### config.mk
export PLATFORM = sky130hd
export DESIGN_NAME = disp_scan_ctrl
export DESIGN_NICKNAME = d
export VERILOG_FILES = /design/src/rtl/disp_scan_ctrl.sv
export SDC_FILE = /design/constraint.sdc
export NUM_CORES = 1
export LEC_CHECK = 0
export CAP_MARGIN = 20
export CELL_PAD_IN_SITES_DETAIL_PLACEMENT = 1
export CELL_PAD_IN_SITES_GLOBAL_PLACEMENT = 1
export CORE_MARGIN = 2
export CORE_UTILIZATION = 35
export CTS_CLUSTER_DIAMETER = 100
export DETAILED_ROUTE_END_ITERATION = 7
export PLACE_DENSITY_LB_ADDON = 0.05
export SLEW_MARGIN = 40
export SYNTH_ARGS = -nofsm -noshare
export SYNTH_HDL_FRONTEND = slang
export SYNTH_SLANG_ARGS = --single-unit
### constraint.sdc
create_clock -name clk -period 5.6 [get_ports clk]
set_input_delay 1.12 -clock clk [delete_from_list [all_inputs] [get_ports clk]]
set_output_delay 1.12 -clock clk [all_outputs]
set_load 0.005 [all_outputs]
### src/rtl/disp_scan_ctrl.sv
// Scan scheduler for a 4-digit 7-segment display. It sequences the digit-mux
// select and drives the active-low anodes with guard time, blanking and duty control.
module disp_scan_ctrl #(
    parameter int unsigned PRESCALE = 50000,
    parameter int unsigned GUARD    = 4
) (
    input  logic       clk,
    input  logic       rst,
    input  logic       en,
    input  logic [3:0] blank_mask,
    input  logic [2:0] bright,
    input  logic [3:0] mux_y,
    output logic [1:0] sel,
    output logic [3:0] an,
    output logic [3:0] digit_q,
    output logic       frame_tick
);

    localparam int unsigned CW   = $clog2(PRESCALE);
    localparam int unsigned ACT  = PRESCALE - GUARD;
    localparam int unsigned STEP = ACT / 8;

    typedef enum logic [1:0] {S_IDLE, S_GUARD, S_ON, S_OFF} state_t;

    state_t          r_state;
    state_t          w_state_nx;
    logic [CW-1:0]   r_cnt;
    logic [CW-1:0]   w_cnt_nx;
    logic [1:0]      r_sel;
    logic [1:0]      w_sel_nx;
    logic [2:0]      r_bright_q;
    logic [3:0]      r_an;
    logic [3:0]      w_an_nx;
    logic [3:0]      r_digit_q;
    logic            r_frame_tick;
    logic            w_ft_nx;
    logic            w_load_digit;
    logic            w_load_bright;
    logic            w_slot_end;
    logic [CW-1:0]   w_on_last;

    assign sel        = r_sel;
    assign an         = r_an;
    assign digit_q    = r_digit_q;
    assign frame_tick = r_frame_tick;

    // Last slot count of the lit window for the brightness latched this slot.
    assign w_on_last  = CW'(GUARD + STEP * (32'(r_bright_q) + 32'd1) - 32'd1);
    assign w_slot_end = (r_cnt == CW'(PRESCALE - 1));

    always_ff @(posedge clk) begin
        if (rst) begin
            r_state      <= S_IDLE;
            r_cnt        <= '0;
            r_sel        <= 2'd0;
            r_bright_q   <= 3'd0;
            r_an         <= 4'hF;
            r_digit_q    <= 4'd0;
            r_frame_tick <= 1'b0;
        end else begin
            r_state      <= w_state_nx;
            r_cnt        <= w_cnt_nx;
            r_sel        <= w_sel_nx;
            r_an         <= w_an_nx;
            r_frame_tick <= w_ft_nx;
            if (w_load_bright) r_bright_q <= bright;
            if (w_load_digit)  r_digit_q  <= mux_y;
        end
    end

    always_comb begin
        w_state_nx    = r_state;
        w_cnt_nx      = r_cnt + CW'(1);
        w_sel_nx      = r_sel;
        w_load_digit  = 1'b0;
        w_load_bright = 1'b0;
        w_an_nx       = 4'hF;
        w_ft_nx       = 1'b0;

        if (!en) begin
            w_state_nx = S_IDLE;
            w_cnt_nx   = '0;
            w_sel_nx   = 2'd0;
        end else begin
            case (r_state)
                S_IDLE: begin
                    w_state_nx = S_GUARD;
                    w_cnt_nx   = '0;
                    w_sel_nx   = 2'd0;
                end
                S_GUARD: begin
                    if (r_cnt == '0) w_load_bright = 1'b1;
                    if (r_cnt == CW'(GUARD - 1)) begin
                        w_load_digit = 1'b1;
                        w_state_nx   = S_ON;
                    end
                end
                S_ON: begin
                    // A full-duty window ends exactly on the slot boundary.
                    if (r_cnt == w_on_last) begin
                        if (w_slot_end) begin
                            w_state_nx = S_GUARD;
                            w_cnt_nx   = '0;
                            w_sel_nx   = r_sel + 2'd1;
                        end else begin
                            w_state_nx = S_OFF;
                        end
                    end
                end
                S_OFF: begin
                    if (w_slot_end) begin
                        w_state_nx = S_GUARD;
                        w_cnt_nx   = '0;
                        w_sel_nx   = r_sel + 2'd1;
                    end
                end
                default: begin
                    w_state_nx = S_IDLE;
                    w_cnt_nx   = '0;
                    w_sel_nx   = 2'd0;
                end
            endcase
        end

        // Outputs are registered from the upcoming state so they align with it.
        if (w_state_nx == S_ON && !blank_mask[w_sel_nx])
            w_an_nx = ~(4'b0001 << w_sel_nx);
        w_ft_nx = (w_state_nx == S_ON || w_state_nx == S_OFF) &&
                  (w_cnt_nx == CW'(PRESCALE - 1)) && (w_sel_nx == 2'd3);
    end

endmodule

==> results.json, run 1 <==
{
  "num_vias": 2291,
  "grt_pass1_vias": 2275,
  "period_share_pct": 88.7,
  "ys_warn_count": 0,
  "die_width_um": 88.3,
  "finalSetupViolations": 0,
  "grt_max_degree": 17,
  "p_per_area_nw_per_um2": 177,
  "p_int_uw": 385,
  "grt_use_total_pct": 18.8,
  "drt-initial-drc-count": 61,
  "placedCellCount": 414,
  "regToRegSetupSlack_ns": 0.63,
  "antenna_found_initial": 0,
  "slew_violations": 0,
  "clockBufferDepth": 2,
  "grt_pass1_wl_mm": 11.4,
  "hold_viol": 0,
  "peakVddDrop_uv": 174,
  "worstSetupEndpointType": "flop",
  "path_clk_slew_ns": 0.07,
  "p_leak_nw": 1.04,
  "dr.pass1.iters": 4,
  "syn_nets": 340,
  "grt_overflow": 0,
  "cts_resized": 0,
  "ant_nets": 0,
  "ys_ff_latch": 32,
  "synthArstFlopShare_pct": 0,
  "cts.sinks": 32,
  "rsz0062_at_grt": "false",
  "fin_crit_ns": 4.97,
  "finalNonFillerCells": 422,
  "yosysUniqueCellTypes": 67,
  "p_switching_uw": 123,
  "worstMarginPinSlew_ns": 0.660,
  "start_kind": "flop",
  "synthToLayoutAreaGrowth_pct": 15.3,
  "dp_hpwl_mm": 5.33,
  "coreArea_um2": 6830,
  "swShare_pct": 24.2,
  "worst_path_max_delay_cell": "ha_1",
  "p_clk_share_pct": 44.1,
  "fin_worst_skew_ns": 0.00577,
  "nFillCells": 861,
  "synth_seq_area_share_pct": 25.7,
  "cp_cell_sequence": "inv_1 > ha_1 > xor3_2 > ha_1 > xor2_1 > or2b_2 > o211ai_1 > a311oi_1 > nor4_2 > nand2_1 > or4b_1 > a31o_2 > or3b_1",
  "synth_top_area_share_pct": 25.7,
  "worstSetupPathType": "reg -> reg",
  "via_per_inst": 5.43,
  "fmax_mhz": 201,
  "drcViolationCount": 0,
  "cp_common_cell": "ha_1",
  "start_util_pct": 36.4,
  "dieArea_um2": 7800,
  "cts_root_buf": "clkbuf_8",
  "post_cts_buffers": 0,
  "crit_required_ns": 5.76,
  "synth_top_flop_cell": "dfxtp_1",
  "gp_congestion": 0.791,
  "layout-drive-gt1-share_pct": 7.67,
  "synth_largest_area_cell": "dfxtp_1",
  "syn_inst": 310,
  "maxCapViolCount": 0,
  "outcome": "completed",
  "die_h_um": 88.3,
  "cp_slowest_stage_delay_ns": 0.64,
  "slew_headroom_pct": 55.6,
  "p_comb_share_pct": 10.2,
  "numCtsBuffers": 5,
  "cts_hold_buf": 0,
  "hp-class": "reg -> reg",
  "numPortBuffers": 24,
  "rows": 30,
  "sequentialPowerShare_pct": 45.7,
  "antenna_cells": 0,
  "drt_wl_total_mm": 6.94,
  "setup_tns_ns": 0,
  "critPathArrivalTime_ns": 5.13,
  "wl_per_cell_um": 16.4,
  "synth_edf_count": 0,
  "io_pins": 25,
  "h-tree-depth": 2,
  "cts_tree": "built",
  "clk_latency_ns": 0.28,
  "netlist_area_um2": 2490,
  "synth_area_per_cell_um2": 8.03,
  "synth.area.top_cells": "dfxtp_1, xnor2_1, ha_1",
  "critPathMaxFanout": 15,
  "finalNetCount": 355
}
layer usage:
metal | part of all wire [%] | up-vias | track usage [%]
met3 | 2.4 | 8 | 2.71
met1 | 49 | 1112 | 26.1
li1 | - | 1136 | -
met4 | 1.3 | 0 | 4.82
met2 | 47 | 35 | 30.6
met5 | 0 | - | 0
worst max-delay path, delay by kind of cell (launching register included):
kind	cells	cell delay, ns
and+or+nand+nor	5	1.72
AOI/OAI and AO/OA	3	0.69
DFF	1	0.60
buffers and inverters	1	0.26
adders and majority gates	2	0.90
xor gates and xnor gates	2	0.66
sequential cells by signal, indices dropped and copies added, names as in the netlist:
register	count
digit_q	4
an	4
r_state	2
r_cnt	16
frame_tick	1
sel	2
r_bright_q	3
final cells by class:
cell class / count / area [µm²] / share of cell area (%)
Timing Repair Buffer: 24 / 240 / 8.37
Clock buffer: 6 / 72.6 / 2.53
Inverter: 14 / 52.6 / 1.83
Tap cell: 96 / 120 / 4.18
Multi-Input combinational cell: 248 / 1710 / 59.5
Sequential cell: 32 / 641 / 22.3
Clock inverter: 2 / 35.0 / 1.22
power by group through the flow:
stage          Combinational [mW]  Sequential (mW)  Clock (mW)
6_report                   0.0516            0.232       0.224
5_1_grt                    0.0570            0.233       0.240
4_1_cts                    0.0521            0.232       0.230
3_5_place_dp               0.0518            0.238           0
3_3_place_gp               0.0517            0.237           0
2_1_floorplan              0.0354            0.235           0
worst paths after layout:
kind                                    start         end  cells past startpoint
worst max-delay path            r_bright_q[0]       an[1]                     13
worst min-delay path               digit_q[3]  digit_q[3]                      2
worst max register to register  r_bright_q[0]       an[1]                     13
worst min register to register     digit_q[3]  digit_q[3]                      2
kinds of logic (layout without fill, tap and decap cells):
| family | Yosys count | after routing | share of synthesized area, % |
|---|---|---|---|
| simple gates | 135 | 135 | 29.1 |
| buf+inv | 30 | 46 | 5.58 |
| xor+xnor | 35 | 35 | 13.0 |
| fa+ha+maj | 16 | 16 | 8.04 |
| compound gates | 54 | 54 | 15.0 |
| flops | 32 | 32 | 25.7 |
| mux | 8 | 8 | 3.52 |
synthesized netlist by cell type (all sizes together), types with 5 or more instances:
cell type / instances
o21ai: 9
dfxtp: 32
nand3: 20
xor2: 11
and3: 9
mux2i: 5
clkbuf: 12
ha: 16
nor3: 13
inv: 14
nor4: 5
xnor2: 23
nand2: 23
nor2: 32
a21oi: 13
cell usage in the layout (no fill, tap or decap), types with 5 or more instances in the layout:
cell type         n
mux2i_1           5
nor2_1           32
ha_1             16
xnor2_1          23
nand3_1          19
and3_1            7
dfxtp_1          32
clkbuf_8          5
xor2_1           11
clkdlybuf4s50_1  24
nor3_1           13
a21oi_1          13
inv_1            13
nand2_1          23
o21ai_0           8
metrics by stage:
step           total power [mW]  cell area, µm²  utilization [%]  worst slack [ns]  hold WS, ns
4_1_cts                   0.515            2870             42.0             0.598        0.462
2_1_floorplan             0.271            2490                -              1.16        0.448
3_5_place_dp              0.289            2760             40.4             0.613        0.452
3_3_place_gp              0.289            2760             40.4             0.767        0.442
5_1_grt                   0.529            2870             42.0             0.271        0.482
6_report                  0.508            2870             42.0             0.631        0.457
Power figures use the tool's default switching activity.
==> run 2: changes to the inputs <==
--- a/config.mk
+++ b/config.mk
@@ -5,9 +5,7 @@
 export SDC_FILE = /design/constraint.sdc
 export NUM_CORES = 1
 export LEC_CHECK = 0
-export CAP_MARGIN = 20
-export CELL_PAD_IN_SITES_DETAIL_PLACEMENT = 1
-export CELL_PAD_IN_SITES_GLOBAL_PLACEMENT = 1
+export CORE_ASPECT_RATIO = 1.4
 export CORE_MARGIN = 2
 export CORE_UTILIZATION = 35
 export CTS_CLUSTER_DIAMETER = 100
==> run 2 against run 1 <==
Against the previous run: register-to-register slack hardly changed; highest routed layer unchanged; sequential share of layout area is essentially flat; first-iteration DRC count grew 75%; cell count decreased by 0.24%; clock power down 2%; die area up 0.11%; core utilization shrank 0.65 points; count of clock-buffer cells in the layout unchanged.
==> results.json, run 2 (same netlist as run 1, synthesis figures left out) <==
{
  "outcome": "completed",
  "drt-initial-drc-count": 107,
  "clockBufferDepth": 2,
  "cts_tree": "built",
  "grt_overflow": 0,
  "fmax_mhz": 201,
  "numCtsBuffers": 5,
  "slew_headroom_pct": 50.5,
  "place_area_um2": 2760,
  "numPortBuffers": 24,
  "dp_hpwl_mm": 5.24,
  "hp-class": "reg -> reg",
  "coreArea_um2": 6940,
  "dr_wl_met2_mm": 3.38,
  "start_util_pct": 35.9,
  "fin_ws_ns": 0.633,
  "mostFrequentLayoutCells": "nor2_1, dfxtp_1, clkdlybuf4s50_1",
  "setup_tns_ns": 0,
  "io_pins": 25,
  "p_switching_uw": 119,
  "p_per_area_nw_per_um2": 176,
  "maxCapViolCount": 0,
  "post_cts_buffers": 0,
  "via_per_inst": 5.33,
  "layout-drive-gt1-share_pct": 7.67,
  "p_leak_nw": 1.04,
  "cts.sinks": 32,
  "final_area_um2": 2870,
  "antenna_found_initial": 0,
  "finalHoldWorstSlack_ns": 0.452,
  "die_width_um": 75.3,
  "p_int_uw": 385,
  "cts_resized": 0,
  "dr.pass1.iters": 4,
  "h-tree-depth": 2,
  "period_share_pct": 88.7,
  "sequentialPowerShare_pct": 46.1,
  "worstSetupPathType": "reg -> reg",
  "cts_root_buf": "clkbuf_8",
  "p_comb_share_pct": 10.1,
  "wl_met3_um": 187,
  "crit_required_ns": 5.77,
  "dieArea_um2": 7810,
  "top_register": "r_cnt",
  "gp_congestion": 0.863,
  "worstMarginPinSlew_ns": 0.736,
  "drt-met1-wl_mm": 2.97,
  "start_kind": "flop",
  "grt_max_degree": 17,
  "drcViolationCount": 0,
  "worstSetupEndpointType": "flop",
  "hold_path_depth": 2,
  "finalSetupViolations": 0,
  "grt_pass1_vias": 2150,
  "grt_pass1_wl_mm": 10.8,
  "cts_hold_buf": 0,
  "routed.top_layer": "met4",
  "rsz0062_at_grt": "false",
  "wl_per_cell_um": 15.8,
  "largest_reg_flops": 16,
  "fin_worst_skew_ns": 0.00836,
  "p_clk_share_pct": 43.8,
  "fin_util_pct": 41.4,
  "hold_viol": 0,
  "synthToLayoutAreaGrowth_pct": 15.3,
  "fin_crit_ns": 4.97,
  "place_ws_ns": 0.669,
  "die_h_um": 104,
  "critPathMaxFanout": 15,
  "clk_latency_ns": 0.29,
  "critPathArrivalTime_ns": 5.13,
  "reg2reg_depth": 13,
  "slew_violations": 0,
  "peakVddDrop_uv": 78.4,
  "antenna_cells": 0,
  "path_clk_slew_ns": 0.07,
  "grt_use_total_pct": 18.0,
  "drt_wl_total_mm": 6.66,
  "num_vias": 2245,
  "ant_nets": 0,
  "rows": 36,
  "swShare_pct": 23.6,
  "finalNetCount": 355
}
-- run 2: cell counts in the layout (fill, tap and decap cells not counted) --
Identical to the previous run, type by type.
-- run 2: path summary, 6_finish.rpt --
kind                                    start         end  slack, ns
worst max-delay path            r_bright_q[0]       an[1]       0.63
worst min-delay path               digit_q[3]  digit_q[3]       0.45
worst max register to register  r_bright_q[0]       an[1]       0.63
worst min register to register     digit_q[3]  digit_q[3]       0.45
-- run 2: layout make-up --
| class | instances | area, µm² |
|---|---|---|
| Clock buffer | 6 | 72.6 |
| Clock inverter | 2 | 35.0 |
| Fill cell | 758 | 4070 |
| Inverter | 14 | 52.6 |
| Multi-Input combinational cell | 248 | 1710 |
| Sequential cell | 32 | 641 |
| Tap cell | 95 | 119 |
| Timing Repair Buffer | 24 | 240 |
-- run 2: critical path, cell delays in order (launching register included) --
cell and delay (ns):
dfxtp_1 0.61, inv_1 0.26, ha_1 0.67, xor3_2 0.50, ha_1 0.31, and2_0 0.20
or3_1 0.40, o21ai_2 0.19, a41oi_1 0.15, a211oi_2 0.29, nand2_1 0.15, or4b_1 0.48
a31o_2 0.30, or3b_1 0.34
-- run 2: power by group through the flow --
| stage | registers [mW] | clock network [mW] | logic (mW) |
|---|---|---|---|
| 2_1_floorplan | 0.235 | 0 | 0.0354 |
| 3_3_place_gp | 0.237 | 0 | 0.0516 |
| 3_5_place_dp | 0.237 | 0 | 0.0509 |
| 4_1_cts | 0.232 | 0.226 | 0.0512 |
| 5_1_grt | 0.232 | 0.236 | 0.0565 |
| 6_report | 0.232 | 0.220 | 0.0509 |
-- run 2: metal layers --
| layer | GRT usage, % | vias up |
|---|---|---|
| met5 | 0 | - |
| met3 | 2.63 | 10 |
| met1 | 22.4 | 1061 |
| met4 | 5.39 | 0 |
| li1 | - | 1131 |
| met2 | 31.0 | 43 |
-- run 2: stage by stage --
step | instances | total power, mW
global placement | 413 | 0.289
finish | 421 | 0.504
floorplan | 310 | 0.271
global route | 421 | 0.525
detailed placement | 413 | 0.288
CTS | 421 | 0.510
==> run 3: changes to the inputs <==
--- a/config.mk
+++ b/config.mk
@@ -5,7 +5,7 @@
 export SDC_FILE = /design/constraint.sdc
 export NUM_CORES = 1
 export LEC_CHECK = 0
-export CORE_ASPECT_RATIO = 1.4
+export CORE_ASPECT_RATIO = 0.5
 export CORE_MARGIN = 2
 export CORE_UTILIZATION = 35
 export CTS_CLUSTER_DIAMETER = 100
==> run 3 against run 2 <==
Against the previous run: design area grew 2.5%; via count about the same; register-to-register slack improved by 0.35 ns; setup slack improved by 0.35 ns; core utilization increased by 2.0 points; largest cell class unchanged.
==> results.json, run 3 (same netlist as run 1, synthesis figures left out) <==
{
  "critPathArrivalTime_ns": 4.78,
  "antenna_cells": 0,
  "numPortBuffers": 24,
  "cts_tree": "built",
  "drcViolationCount": 0,
  "antenna_found_initial": 0,
  "p_switching_uw": 134,
  "outcome": "completed",
  "num_vias": 2246,
  "fin_ws_ns": 0.985,
  "post_cts_buffers": 0,
  "worstSetupPathType": "reg -> reg",
  "sequentialPowerShare_pct": 38.8,
  "finalSetupViolations": 0,
  "cts_root_buf": "clkbuf_16",
  "grt_use_total_pct": 17.1,
  "clockBufferDepth": 2,
  "setup_tns_ns": 0,
  "dieArea_um2": 7840,
  "peakVddDrop_uv": 165,
  "io_pins": 25,
  "mostFrequentLayoutCells": "nor2_1, dfxtp_1, clkdlybuf4s50_1",
  "hp-class": "reg -> reg",
  "finalNetCount": 357,
  "rsz0062_at_grt": "false",
  "h-tree-depth": 2,
  "grt_pass1_vias": 2176,
  "fmax_mhz": 217,
  "p_comb_share_pct": 8.9,
  "p_int_uw": 464,
  "fin_worst_skew_ns": 0.00651,
  "p_clk_share_pct": 52.3,
  "placedCellCount": 412,
  "p_per_area_nw_per_um2": 203,
  "rows": 21,
  "critPathMaxFanout": 15,
  "drt_wl_total_mm": 6.32,
  "reg2reg_depth": 13,
  "slew_violations": 0,
  "drt-initial-drc-count": 117,
  "die_h_um": 63.6,
  "fin_crit_ns": 4.62,
  "worstSetupEndpointType": "flop",
  "regToRegSetupSlack_ns": 0.98,
  "hold_viol": 0,
  "clk_latency_ns": 0.28,
  "p_leak_nw": 1.08,
  "gp_congestion": 0.859,
  "via_per_inst": 5.35,
  "maxCapViolCount": 0,
  "cts.sinks": 32,
  "grt_overflow": 0,
  "path_clk_slew_ns": 0.06,
  "top_register": "r_cnt",
  "dr.pass1.iters": 4,
  "synthToLayoutAreaGrowth_pct": 18.1,
  "swShare_pct": 22.4,
  "coreArea_um2": 6780,
  "start_kind": "flop",
  "start_util_pct": 36.7,
  "place_ws_ns": 1.01,
  "worstMarginPinSlew_ns": 0.581,
  "fin_util_pct": 43.4,
  "grt_pass1_wl_mm": 10.6,
  "finalNonFillerCells": 420,
  "largest_reg_flops": 16,
  "cts_resized": 0,
  "die_width_um": 123,
  "layout-drive-gt1-share_pct": 8.54,
  "dp_hpwl_mm": 4.90,
  "crit_required_ns": 5.76,
  "hold_path_depth": 2,
  "numCtsBuffers": 5,
  "grt_max_degree": 17,
  "wl_per_cell_um": 15.0,
  "period_share_pct": 82.4,
  "nFillCells": 689,
  "ant_nets": 0,
  "slew_headroom_pct": 60.8,
  "cts_hold_buf": 0
}
## run 3: cell count changes in the layout (fill, tap and decap cells not counted)
| cell | delta |
|---|---|
| buf_4 | +2 |
| clkbuf_1 | -1 |
| clkbuf_16 | +5 |
| clkbuf_8 | -5 |
| clkinvlp_4 | +1 |
## run 3: final cells by class
type,count,area (µm²),share of cell area (%)
multi-input cells,248,1710,58.1
flip-flops and latches,32,641,21.8
repair buffers,26,255,8.68
clock buffers,5,125,4.26
well taps,92,115,3.91
inverters,14,52.6,1.79
clock inverters,3,42.5,1.45
## run 3: final timing paths
check / from / endpoint
max: r_bright_q[1] / an[1]
min: digit_q[0] / digit_q[0]
max reg2reg: r_bright_q[1] / an[1]
min reg2reg: digit_q[0] / digit_q[0]
## run 3: power by group through the flow
| stage | Combinational [mW] | Sequential, mW | Clock (mW) |
|---|---|---|---|
| global placement | 0.0532 | 0.236 | 0 |
| detailed placement | 0.0529 | 0.236 | 0 |
| finish | 0.0531 | 0.232 | 0.313 |
| floorplan | 0.0354 | 0.235 | 0 |
| CTS | 0.0534 | 0.231 | 0.319 |
| global route | 0.0598 | 0.232 | 0.330 |
## run 3: metal layers
layer	GRT usage (%)	share of wire [%]	vias to the layer above
li1	-	-	1139
met1	22.9	51	1042
met2	27.2	43	57
met3	3.80	4.9	8
met4	5.40	1.2	0
met5	0	0	-
## run 3: per-stage QoR
| step | power, mW | cell area (µm²) | hold slack [ns] |
|---|---|---|---|
| after floorplan | 0.271 | 2490 | 0.448 |
| after global placement | 0.290 | 2770 | 0.444 |
| after detailed placement | 0.289 | 2770 | 0.454 |
| after CTS | 0.604 | 2940 | 0.462 |
| after global routing | 0.622 | 2940 | 0.473 |
| final | 0.597 | 2940 | 0.456 |
## run 3: critical path, cell delays in order (launching register included)
cell and delay (ns):
dfxtp_1 0.44, inv_1 0.09, ha_1 0.59, xor3_2 0.49, ha_1 0.25, ha_1 0.31
a21oi_1 0.20, o211ai_1 0.14, a22o_1 0.23, nor4_2 0.41, nand2_1 0.20, or4b_1 0.50
a31o_2 0.30, or3b_1 0.34
==> RTL edit: new RTL, flow settings as in run 3 <==
The output `an` loses its register stage (`r_an` becomes a continuous assignment).
--- a/src/rtl/disp_scan_ctrl.sv
+++ b/src/rtl/disp_scan_ctrl.sv
@@ -56,3 +56,2 @@
             r_bright_q   <= 3'd0;
-            r_an         <= 4'hF;
             r_digit_q    <= 4'd0;
@@ -63,3 +62,2 @@
             r_sel        <= w_sel_nx;
-            r_an         <= w_an_nx;
             r_frame_tick <= w_ft_nx;
@@ -69,2 +67,4 @@
     end
+
+    assign r_an = w_an_nx;
 
Function: changed (a bounded check fails within 10 cycles, from zero or initial values and one cycle with rst high).
==> RTL edit against run 3 <==
- area after synthesis shrank 4.0%
- sequential cell count shrank 4
- critical path type is now flop to output port
- routed wire length grew 8.2%
- register-to-register slack gained 0.97 ns
- setup slack lost 0.78 ns
- via count grew 1.9%
- highest routed layer unchanged
- design area grew 5.2%
- global-route usage grew 1.4 points
- power shrank 18%
- largest power group unchanged
- count of clock-buffer cells in the layout shrank 2
- synthesized cell count shrank 3.9%
==> RTL edit: results (changes against run 3) <==
{
  "sta": {
    "hold_slack": {"value": 0.5053, "unit": "ns", "change": "+0.04880 ns"},
    "skew": {"value": 0.004575, "unit": "ns", "change": "-0.001932 ns"},
    "tightest_slew": {"value": 0.5625, "unit": "ns", "change": "-0.01808 ns"}
  },
  "finish": {
    "multi_input_combinational_cell_count": {"value": 242, "change": "-2.4%"},
    "sh_seq_area": {"value": 18.36, "unit": "%", "change": "-3.4 points"},
    "n_sequential_cell": {"value": 28, "change": "-13%"},
    "nNonClkInverters": {"value": 12, "change": "-2"},
    "layout.cells.non_filler": {"value": 427, "change": "+1.7%"},
    "final.clkbuf_count": {"value": 3, "change": "-2"},
    "num-nets-final": {"value": 366, "change": "+2.5%"}
  },
  "synth": {
    "postSynthNetCount": {"value": 328, "change": "-3.5%"},
    "ys_top_cells_by_count": "sky130_fd_sc_hd__nor2_1 (38), sky130_fd_sc_hd__dfxtp_1 (28), sky130_fd_sc_hd__xnor2_1 (23)",
    "synth_area_leaders": "sky130_fd_sc_hd__dfxtp_1 (23%), sky130_fd_sc_hd__xnor2_1 (8.4%), sky130_fd_sc_hd__ha_1 (8.4%)",
    "share_of_the_yosys_chip_area_belonging_to_registers": {"value": 23.47, "unit": "%", "change": "-2.3 points"},
    "synth_cell_types": {"value": 55, "change": "-18%"}
  },
  "worst_setup_path": {
    "arrival": {"value": 4.28, "unit": "ns", "change": "-0.50 ns"},
    "timing.critical_path.slowest_stage_cell": "sky130_fd_sc_hd__or4b_1",
    "worst-r2r-setup-slack": {"value": 1.95, "unit": "ns", "change": "+0.97 ns"},
    "regToRegEndpoint": "sel[1]",
    "crit-reg2reg-launch": "r_bright_q[0]"
  },
  "placed_design": {
    "placement.cell_area": {"value": 0.002864, "unit": "mm²", "change": "+3.3%"},
    "routabilityCongestion": {"value": 0.8805, "change": "+2.5%"},
    "detailedPlace.worstSlack": {"value": 0.03568, "unit": "ns", "change": "-0.9777 ns"}
  },
  "pwr": {
    "peakVddDrop": {"value": 86.44, "unit": "µV", "change": "-48%"}
  },
  "run_status": {
    "status": "completed"
  },
  "global_routing": {
    "global_route_wire_length_before_repair": {"value": 11180, "unit": "µm", "change": "+6.0%"},
    "grt.met1_usage": {"value": 26.89, "unit": "%", "change": "+3.9 points"},
    "first_global_vias": {"value": 2233, "change": "+2.6%"}
  },
  "routing": {
    "dr.first_iter.drc_count": {"value": 139, "change": "+19%"},
    "drt-total-wl": {"value": 6838, "unit": "µm", "change": "+8.2%"},
    "wire_length_on_met1": {"value": 3499, "unit": "µm", "change": "+8.8%"},
    "routed-via-count": {"value": 2289, "change": "+1.9%"},
    "wl_met2": {"value": 2868, "unit": "µm", "change": "+5.3%"}
  },
  "min_path": {
    "worst_hold_path.num_cells": {"value": 1, "change": "-1"},
    "min_delay_worst_endpoint": "r_cnt[0]"
  }
}
RTL edit: cell count changes after synthesis, moves of 6 or more:
cell / run 3 / this run
sky130_fd_sc_hd__nand3_1: 19 / 12
sky130_fd_sc_hd__nand4_1: 2 / 13
sky130_fd_sc_hd__nand2_1: 23 / 17
sky130_fd_sc_hd__nor2_1: 32 / 38
RTL edit: logic make-up (layout without fill, tap and decap cells):
group	Yosys count	in the layout	share of synthesized area, %
AO/OA/AOI/OAI	41	41	13.88
XOR/XNOR	36	36	13.83
adder cells (fa/ha/maj)	16	16	8.381
buffers and inverters	28	65	4.714
flip-flops	28	28	23.47
multiplexers	8	8	3.353
AND/OR/NAND/NOR	141	141	32.37
RTL edit: worst max path at each step:
| stage | cells after the start | from | slack (ns) | endpoint |
|---|---|---|---|---|
| floorplan | 14 | r_bright_q[1] | 0.39 | an[1] |
| global placement | 15 | r_bright_q[0] | 0.08 | an[1] |
| detailed placement | 15 | r_bright_q[0] | 0.04 | an[1] |
| CTS | 14 | r_bright_q[0] | 0.0001 | an[1] |
| global route | 16 | r_bright_q[0] | 0.006 | an[1] |
| finish | 13 | r_bright_q[0] | 0.20 | an[1] |
RTL edit: power breakdown:
part | leakage (nW) | switching [mW] | internal (mW) | total (mW)
Sequential | 0.228 | 0.00223 | 0.200 | 0.202
Clock | 0.0511 | 0.0759 | 0.143 | 0.219
Combinational | 0.888 | 0.0334 | 0.0376 | 0.0711
Total | 1.17 | 0.112 | 0.380 | 0.491
RTL edit: timing repair:
action                                  CTS  global route
resized for setup                         7            20
hold buffers                              0             0
pin swaps                                 2             5
endpoints found under the setup margin    4             4
